### src/rtl/bin2rns_fwd_conv_pkg.sv
// Shared constants for the binary-to-RNS forward converter.
// RNS_REDUNDANT_EN adds the two redundant residue lanes.
package bin2rns_fwd_conv_pkg;

  typedef enum logic [1:0] {
    S_IDLE,
    S_ACC,
    S_FIX,
    S_DONE
  } state_e;

  localparam int unsigned CHUNK_W = 16;
  localparam int unsigned N_CHUNK = 3;

  localparam int unsigned DEF_MOD0 = 262049;
  localparam int unsigned DEF_MOD1 = 262069;
  localparam int unsigned DEF_MOD2 = 262079;
  localparam int unsigned DEF_MOD3 = 262103;

  localparam logic [63:0] DEF_M_HALF = 64'd34337459690;

`ifdef RNS_REDUNDANT_EN
  localparam int unsigned N_LANE = 4;
`else
  localparam int unsigned N_LANE = 2;
`endif

endpackage

### src/rtl/bin2rns_fwd_conv_horner_step.sv
// One Horner step of the forward converter:
// r_o = (r_i * 2^CHUNK_W + c_i) mod MODULUS, fully reduced.
module rns_horner_step
  import bin2rns_fwd_conv_pkg::*;
#(
  parameter int unsigned MODULUS    = DEF_MOD0,
  parameter int          DATA_WIDTH = 18
) (
  input  logic [DATA_WIDTH-1:0] r_i,
  input  logic [CHUNK_W-1:0]    c_i,
  output logic [DATA_WIDTH-1:0] r_o
);

  localparam int SW = DATA_WIDTH + CHUNK_W + 1;

  logic [SW-1:0] sum;

  // c_i < 2^CHUNK_W, so the shift-add is a plain concatenation
  assign sum = {1'b0, r_i, c_i};
  assign r_o = DATA_WIDTH'(sum % SW'(MODULUS));

endmodule

### src/rtl/bin2rns_fwd_conv.sv
// Signed binary to RNS residues, Horner over 16-bit chunks, MSB first.
// RNS_REDUNDANT_EN enables the MOD2/MOD3 lanes; otherwise dig2/dig3 are 0.
module bin2rns_fwd_conv
  import bin2rns_fwd_conv_pkg::*;
#(
  parameter int          DATA_WIDTH = 18,
  parameter int          IN_WIDTH   = 36,
  parameter int unsigned MOD0       = DEF_MOD0,
  parameter int unsigned MOD1       = DEF_MOD1,
  parameter int unsigned MOD2       = DEF_MOD2,
  parameter int unsigned MOD3       = DEF_MOD3,
  parameter logic [63:0] M_HALF     = DEF_M_HALF
) (
  input  logic                  clk,
  input  logic                  reset_n,
  input  logic                  in_valid,
  output logic                  in_ready,
  input  logic [IN_WIDTH-1:0]   bin_in,
  output logic                  out_valid,
  input  logic                  out_ready,
  output logic [DATA_WIDTH-1:0] dig0,
  output logic [DATA_WIDTH-1:0] dig1,
  output logic [DATA_WIDTH-1:0] dig2,
  output logic [DATA_WIDTH-1:0] dig3,
  output logic                  ovf
);

  localparam int MW = IN_WIDTH + 1;
  localparam int PW = CHUNK_W * N_CHUNK;
  localparam logic [MW-1:0] MH = M_HALF[MW-1:0];
  localparam int unsigned MODS [4] = '{MOD0, MOD1, MOD2, MOD3};

  state_e              state_q, state_d;
  logic                neg_q;
  logic                ovf_q;
  logic                init_q;
  logic [1:0]          cnt_q;
  logic [MW-1:0]       mag_q;
  logic [MW-1:0]       sx, mag_d;
  logic [PW-1:0]       pad;
  logic [CHUNK_W-1:0]  chunk;
  logic                acc;
  logic                last;
  logic [DATA_WIDTH-1:0] dig_w [4];

  always_ff @(posedge clk or negedge reset_n) begin
    if (!reset_n) state_q <= S_IDLE;
    else          state_q <= state_d;
  end

  always_comb begin
    state_d = state_q;
    unique case (state_q)
      S_IDLE: if (acc) state_d = S_ACC;
      S_ACC:  if (last) state_d = S_FIX;
      S_FIX:  state_d = S_DONE;
      S_DONE: if (out_ready) state_d = S_IDLE;
      default: state_d = S_IDLE;
    endcase
  end

  // init_q keeps in_ready low until the first edge after reset release
  always_comb begin
    in_ready  = (state_q == S_IDLE) && init_q;
    out_valid = (state_q == S_DONE);
  end

  assign acc  = in_valid && in_ready;
  assign last = (cnt_q == 2'(N_CHUNK - 1));

  // MW bits so that the most negative input has an exact magnitude
  assign sx    = {bin_in[IN_WIDTH-1], bin_in};
  assign mag_d = bin_in[IN_WIDTH-1] ? -sx : sx;

  always_ff @(posedge clk or negedge reset_n) begin
    if (!reset_n) begin
      neg_q  <= 1'b0;
      mag_q  <= '0;
      ovf_q  <= 1'b0;
      cnt_q  <= '0;
      init_q <= 1'b0;
    end else begin
      init_q <= 1'b1;
      if (acc) begin
        neg_q <= bin_in[IN_WIDTH-1];
        mag_q <= mag_d;
        ovf_q <= (mag_d > MH);
      end
      if (state_q == S_ACC) cnt_q <= cnt_q + 2'd1;
      else                  cnt_q <= '0;
    end
  end

  assign pad = PW'(mag_q);

  always_comb begin
    chunk = '0;
    unique case (cnt_q)
      2'd0:    chunk = pad[PW-1 -: CHUNK_W];
      2'd1:    chunk = pad[PW-CHUNK_W-1 -: CHUNK_W];
      default: chunk = pad[CHUNK_W-1:0];
    endcase
  end

  for (genvar k = 0; k < 4; k++) begin : g_lane
    if (k < N_LANE) begin : g_on
      localparam logic [DATA_WIDTH-1:0] MK = DATA_WIDTH'(MODS[k]);

      logic [DATA_WIDTH-1:0] r_q, r_d, step;

      rns_horner_step #(
        .MODULUS    (MODS[k]),
        .DATA_WIDTH (DATA_WIDTH)
      ) u_step (
        .r_i (r_q),
        .c_i (chunk),
        .r_o (step)
      );

      always_comb begin
        r_d = r_q;
        unique case (state_q)
          S_IDLE: if (acc) r_d = '0;
          S_ACC:  r_d = step;
          S_FIX:  if (neg_q && (r_q != '0)) r_d = MK - r_q;
          default: r_d = r_q;
        endcase
      end

      always_ff @(posedge clk or negedge reset_n) begin
        if (!reset_n) r_q <= '0;
        else          r_q <= r_d;
      end

      assign dig_w[k] = r_q;
    end else begin : g_off
      assign dig_w[k] = '0;
    end
  end

  assign dig0 = dig_w[0];
  assign dig1 = dig_w[1];
  assign dig2 = dig_w[2];
  assign dig3 = dig_w[3];
  assign ovf  = ovf_q;

endmodule

### config.mk
export PLATFORM = sky130hd
export DESIGN_NAME = bin2rns_fwd_conv
export DESIGN_NICKNAME = d
export VERILOG_FILES = /design/src/rtl/bin2rns_fwd_conv_pkg.sv /design/src/rtl/bin2rns_fwd_conv_horner_step.sv /design/src/rtl/bin2rns_fwd_conv.sv
export SDC_FILE = /design/constraint.sdc
export NUM_CORES = 1
export LEC_CHECK = 0
export CORE_ASPECT_RATIO = 1.5
export CORE_MARGIN = 4
export CORE_UTILIZATION = 59
export CTS_BUF_LIST = sky130_fd_sc_hd__clkbuf_4 sky130_fd_sc_hd__clkbuf_8 sky130_fd_sc_hd__clkbuf_16
export DETAILED_ROUTE_END_ITERATION = 6
export PLACE_DENSITY = 0.81
export SYNTH_ARGS = -nofsm -noshare
export SYNTH_HDL_FRONTEND = slang
export SYNTH_HIERARCHICAL = 1
export SYNTH_SLANG_ARGS = --single-unit
### constraint.sdc
create_clock -name clk -period 20.3 [get_ports clk]
set_input_delay 2.03 -clock clk [delete_from_list [all_inputs] [get_ports clk]]
set_output_delay 2.03 -clock clk [all_outputs]
set_load 0.02 [all_outputs]
* Word-level counts from Yosys, hierarchy flattened
Cells that the tools add are included.
** Cells by class
- $add $sub $neg :: 4
- Divide/modulo/power cells :: 2
- Order comparisons :: 1
- Equal/unequal tests :: 10
- Mux-type cells :: 12
- Reduce and logical (&&, ||, !) cells :: 12
** Operator list (count)
- $pmux 18 s3 :: 2
- $mod 34x18->35 const B :: 2
- $mux 18 :: 3
- $gt 37x35->1 const B :: 1
- $mux 37 :: 1
- $neg 37->37 :: 1
- $reduce_bool 18->1 :: 2
- $sub 18x18->18 const A :: 2
- $pmux 16 s2 :: 1
- $reduce_and 3->1 :: 3
- $mux 2 :: 4
- $ne 2x2->1 const B :: 4
- $pmux 2 s4 :: 1
- $eq 2x2->1 const B :: 3
- $eq 2x1->1 const B :: 2
- $logic_and 1x1->1 :: 4
- $logic_not 2->1 :: 2
- $reduce_bool 3->1 :: 1
- $add 2x1->2 const B :: 1
- $ne 2x1->1 const B :: 1
** Word-level totals
- Bits in registers :: 80
- Bits of input ports :: 40
- Logic and storage cells :: 49

* Longest topological paths before layout
- Depth in word-level cells :: 5
- Gate-level depth with buffers :: 85
- Gate-level depth less buffers :: 69

* Hierarchy
Netlist, hierarchy kept.
** Modules (own cells, without submodules)
- rns_horner_step (g_lane[1].g_on.u_step) :: times used 1, cells each 1773, area each 11790.1 um^2, sequential area each 0.0 um^2
- rns_horner_step (g_lane[0].g_on.u_step) :: times used 1, cells each 1577, area each 10430.0 um^2, sequential area each 0.0 um^2
- bin2rns_fwd_conv :: times used 1, cells each 717, area each 5814.3 um^2, sequential area each 2001.9 um^2

* Least setup slack after synthesis
Ideal clock, no wire load.
- Path type :: flip-flop to flip-flop
- Start :: register cnt_q[0]
- End :: register g_lane[0].g_on.r_q[16] (netlist: dig0[16])
- Arrival time :: 19080 ps
- Data required time :: 20173 ps
- Setup slack :: 1093 ps
- Cell stages (with the launch flop) :: 72
- Buffers on the path :: 7
- Cells stage by stage :: dfrtp_1 inv_1 ha_1 clkbuf_1 nor2_1 a22o_1 clkbuf_1 nand2b_1 or2_2 nor4_1 o21ai_1 xnor2_1 or4_1 o21ai_1 a21oi_1 or3_4 or3_4 o21a_1 [36 not listed] o32ai_1 nand3b_1 a2111oi_4 o21a_4 a211oi_2 or4b_1 o2111a_2 o41ai_2 a32oi_1 xor2_1 or3_1 or4_4 or4b_4 buf_6 a2111oi_2 xnor2_1 a22oi_1 o21ai_0
** Between the ends
- Longest elaborated chain between the ends :: 4
- Elaborated cells between the ends (all ways) :: 5
** RTL lines
- from (decl) :: line bin2rns_fwd_conv.sv:37 : logic [1:0] cnt_q;
- from (signal assigned) :: line bin2rns_fwd_conv.sv:89 : if (state_q == S_ACC) cnt_q <= cnt_q + 2'd1;
- $eq 2x1->1 / $logic_not 2->1 (equally long branches) :: line bin2rns_fwd_conv.sv:98 : unique case (cnt_q)
- $pmux 16 s2 (*) :: line bin2rns_fwd_conv.sv:98
- net chunk[15] :: line bin2rns_fwd_conv.sv:41 : logic [CHUNK_W-1:0] chunk;
- $mod 34x18->35 (*) :: line bin2rns_fwd_conv_horner_step.sv:20 : assign r_o = DATA_WIDTH'(sum % SW'(MODULUS));
- net g_lane[0].g_on.step[16] :: line bin2rns_fwd_conv.sv:109 : logic [DATA_WIDTH-1:0] r_q, r_d, step;
- $pmux 18 s3 (*) :: line bin2rns_fwd_conv.sv:122 : unique case (state_q)
- to (signal assigned) :: line bin2rns_fwd_conv.sv:132 : else r_q <= r_d;
- to (decl) :: line bin2rns_fwd_conv.sv:109
The timed path passes the listed nets; every way through them passes the cells marked *.
A chain may end at the register's enable or synchronous reset.

* Worst setup path in the final report
- Start :: register cnt_q[1]
- End :: register g_lane[1].g_on.r_q[14] (netlist: dig1[14])
** Between the ends
- Longest elaborated chain between the ends :: 4
- Elaborated cells between the ends (all ways) :: 5
** RTL lines (line)
- $eq 2x1->1 / $logic_not 2->1 (equally long branches) :: bin2rns_fwd_conv.sv:98
- $pmux 16 s2 (*) :: bin2rns_fwd_conv.sv:98
- net chunk[1] :: bin2rns_fwd_conv.sv:41
- $mod 34x18->35 (*) :: bin2rns_fwd_conv_horner_step.sv:20
- net g_lane[1].g_on.step[14] :: bin2rns_fwd_conv.sv:109
- $pmux 18 s3 (*) :: bin2rns_fwd_conv.sv:122
- to (signal assigned) :: bin2rns_fwd_conv.sv:132
- to (decl) :: bin2rns_fwd_conv.sv:109
Marks and branches as above.

==> key figures <==
Detailed routing
  – First-pass iteration count of the detailed router: 7
  – DR iter-0 viols: 3167
  – Drt via density: 7.06
  – DRC violations left: 0
  – DR vias: 34700
  – DR WL/cell: 21.2 um
  – Routed WL: 104000 um
  – DRT antenna net count: 0

Clock network
  – Clk_lat worst skew: 0.36 ns
  – Post-CTS Hold Buffers: 0
  – Total CTS buffers: 9
  – CTS Sinks: 80
  – Clock H-tree levels: 3
  – CTS tree: done
  – Root buf cell: clkbuf_16
  – Clock Tree Buf Depth: 2
  – Reg clk slew, reported paths: 0.07 ns

Floorplanning
  – FP Rows: 97
  – Die ar.: 51100 sq um
  – IO Count: 115
  – Chip width: 186 um
  – Initial core utilization: 0.598
  – Core area: 46800 sq um
  – Die height: 275 um

Setup path
  – Worst EP required: 20.57 ns
  – CP delay by family, top: compound AO/OA/AOI/OAI gates
  – Crit start category: flop
  – Max FO, Critical Path: 15
  – Worst Setup End Kind: flop
  – Slowest-stage cell, CP: or4b_4
  – Top cell by count, worst path: buf_4
  – Crit path arrival time: 19.92 ns
  – CP Class: flop to flop
  – CP bufs+invs: 14
  – R2r endpoint: dig1[14]
  – Crit-path max cell delay: 0.64 ns
  – Critical R2R Launch: cnt_q[1]
  – Setup slack, reg-to-reg: 0.65 ns
  – CP Depth: 75
  – Worst Reg2Reg Path Length in Cells: 75

Cells and area
  – Antenna cells: 0
  – Footprint of the multi-input gates: 25800 sq um
  – Leading cell types in the layout, fill and taps excluded: nand2_1, buf_4, nor2_1
  – Final Net Count: 4380
  – Fillers: 4021
  – Commonest non-fill, non-tap cell in the layout: nand2_1
  – Fin util: 0.701
  – Area grow syn2layout: 17.2%
  – FF+latch area: 2000 sq um
  – Layout cells sized above 1: 0.195

Outcome
  – Status: finished clean

Synthesis
  – Synth Warn #: 6
  – Commonest register cell after synthesis: dfrtp_1
  – Mapped Area: 28000 sq um
  – Number of library cell types mapped by synthesis: 153
  – Synth top area share: 0.0714
  – Sequential area share after synthesis: 0.0714
  – Yosys reg bits: 80
  – Synth Instances: 4067
  – Synth top area cells: dfrtp_1, xnor2_1, nand2_1
  – Post-synth EDFFs: 0
  – FFs w/ async S/R, synth: 1.00
  – Synth area leader: dfrtp_1
  – Syn avg cell area: 6.89 sq um

Global route
  – Largest net degree at the start of global routing: 81
  – Remaining Overflow, GRT: 0
  – Vias in the first global route: 32300
  – Gr usage total: 0.375
  – Antenna violations before repair: 0
  – Global-route wire length before repair: 161000 um

Timing
  – Final hold violation count: 0
  – F_max: 50.9 MHz
  – Worst hold slack: 0.489 ns
  – Slew of the pin with the lowest slew margin: 1.15 ns
  – Final Max Slew Viols: 0
  – Final Setup Violations: 0
  – Tcrit/Tclk final: 0.968
  – Clock skew: 0.0107 ns
  – Setup TNS: 0 ns
  – Slew headroom: 0.235
  – Fin worst setup slack: 0.651 ns
  – Final min period: 19.65 ns

Min path
  – Hold Path End: mag_q[7]
  – Hold Path Depth: 2
  – Worst Hold Class: flop to flop
  – Hold_sp: mag_q[7]

Place
  – Post-detail-place hpwl: 80800 um
  – Routability congestion estimate: 1.05
  – Post-Place Setup Slack: -0.383 ns
  – IO Port Bufs: 78

Job
  – Max_cap viols: 0
## registers in the layout, indices dropped and copies added, names as in the netlist
name	cells
cnt_q	2
dig0	18
dig1	18
init_q	1
mag_q	37
neg_q	1
ovf	1
state_q	2
## area by class of cell
class	instances	share of cell area
multi-input combinational	3676	0.787
tap	594	0.0226
inverter	108	0.0125
clock buffer	10	0.00727
timing repair buffer	446	0.108
clock inverter	6	0.00228
sequential	80	0.0610
## cells in the mapped netlist, types with 47 or more instances
cell type  instances
o211ai_1          57
a21oi_1          207
or3_1             75
clkbuf_1         132
nor2_1           328
mux2i_1           63
a31oi_1           72
inv_1            106
and3_1            68
nand4_1           67
nor4_1            71
xnor2_1          208
nor3_1           159
nand2b_1          47
nand2_1          408
a211oi_1          57
o21ai_0          277
xor2_1           110
nand3_1          177
o31ai_1           57
and2_1            74
dfrtp_1           80
buf_4             48
o21a_1            57
## worst register-to-register path: cells and delay by family, from the launching register on
family                   cells  cell delay, ns
AND/OR/NAND/NOR             23            7.08
multiplexers                 1            0.21
buffers and inverters       14            2.60
XOR/XNOR                     5            0.97
adder cells (fa/ha/maj)      1            0.20
flip-flops                   1            0.36
AO/OA/AOI/OAI               31            8.15
## worst max path at each step
stage	startpoint	end	slack, ns
4_1_cts	cnt_q[0]	dig0[14]	-0.007
5_1_grt	cnt_q[0]	dig0[14]	-0.23
6_report	cnt_q[1]	dig1[14]	0.65
3_3_place_gp	cnt_q[0]	dig0[14]	-0.15
2_1_floorplan	cnt_q[0]	dig0[16]	1.09
3_5_place_dp	cnt_q[0]	dig0[14]	-0.38
## metal layers
layer | global-route usage | up-vias | wire length, um
met3 | 0.0501 | 559 | 6980
met5 | 0 | - | 0
met4 | 0.228 | 0 | 7950
met1 | 0.395 | 16200 | 36700
li1 | - | 16100 | -
met2 | 0.694 | 1835 | 52700
## cell families (layout without fill, tap and decap cells)
logic type               count (synthesis)  in the layout  share of synthesized area
AO/OA/AOI/OAI                         1438           1438                      0.384
XOR/XNOR                               324            324                      0.103
adder cells (fa/ha/maj)                 37             37                     0.0150
buffers and inverters                  346            570                     0.0561
flip-flops                              80             80                     0.0714
multiplexers                            94             94                     0.0353
other                                    2             37                   0.000268
AND/OR/NAND/NOR                       1746           1746                      0.335
## per-stage QoR
step | std cells | area, sq um
CTS | 4866 | 31300
global placement | 4846 | 30900
detailed placement | 4846 | 30900
global route | 4920 | 32900
floorplan | 4102 | 28200
finish | 4920 | 32900
## what timing repair did
| action | CTS | global route |
|---|---|---|
| pin swaps | 3 | 54 |
| gates resized for setup | 14 | 212 |
| endpoints found under the hold margin | 0 | 0 |
| buffers inserted | 4 | 54 |
| endpoints found under the setup margin | 28 | 36 |
Power is not shown: default switching activity piles up to over one toggle a cycle in this logic, so the estimate is an artifact.
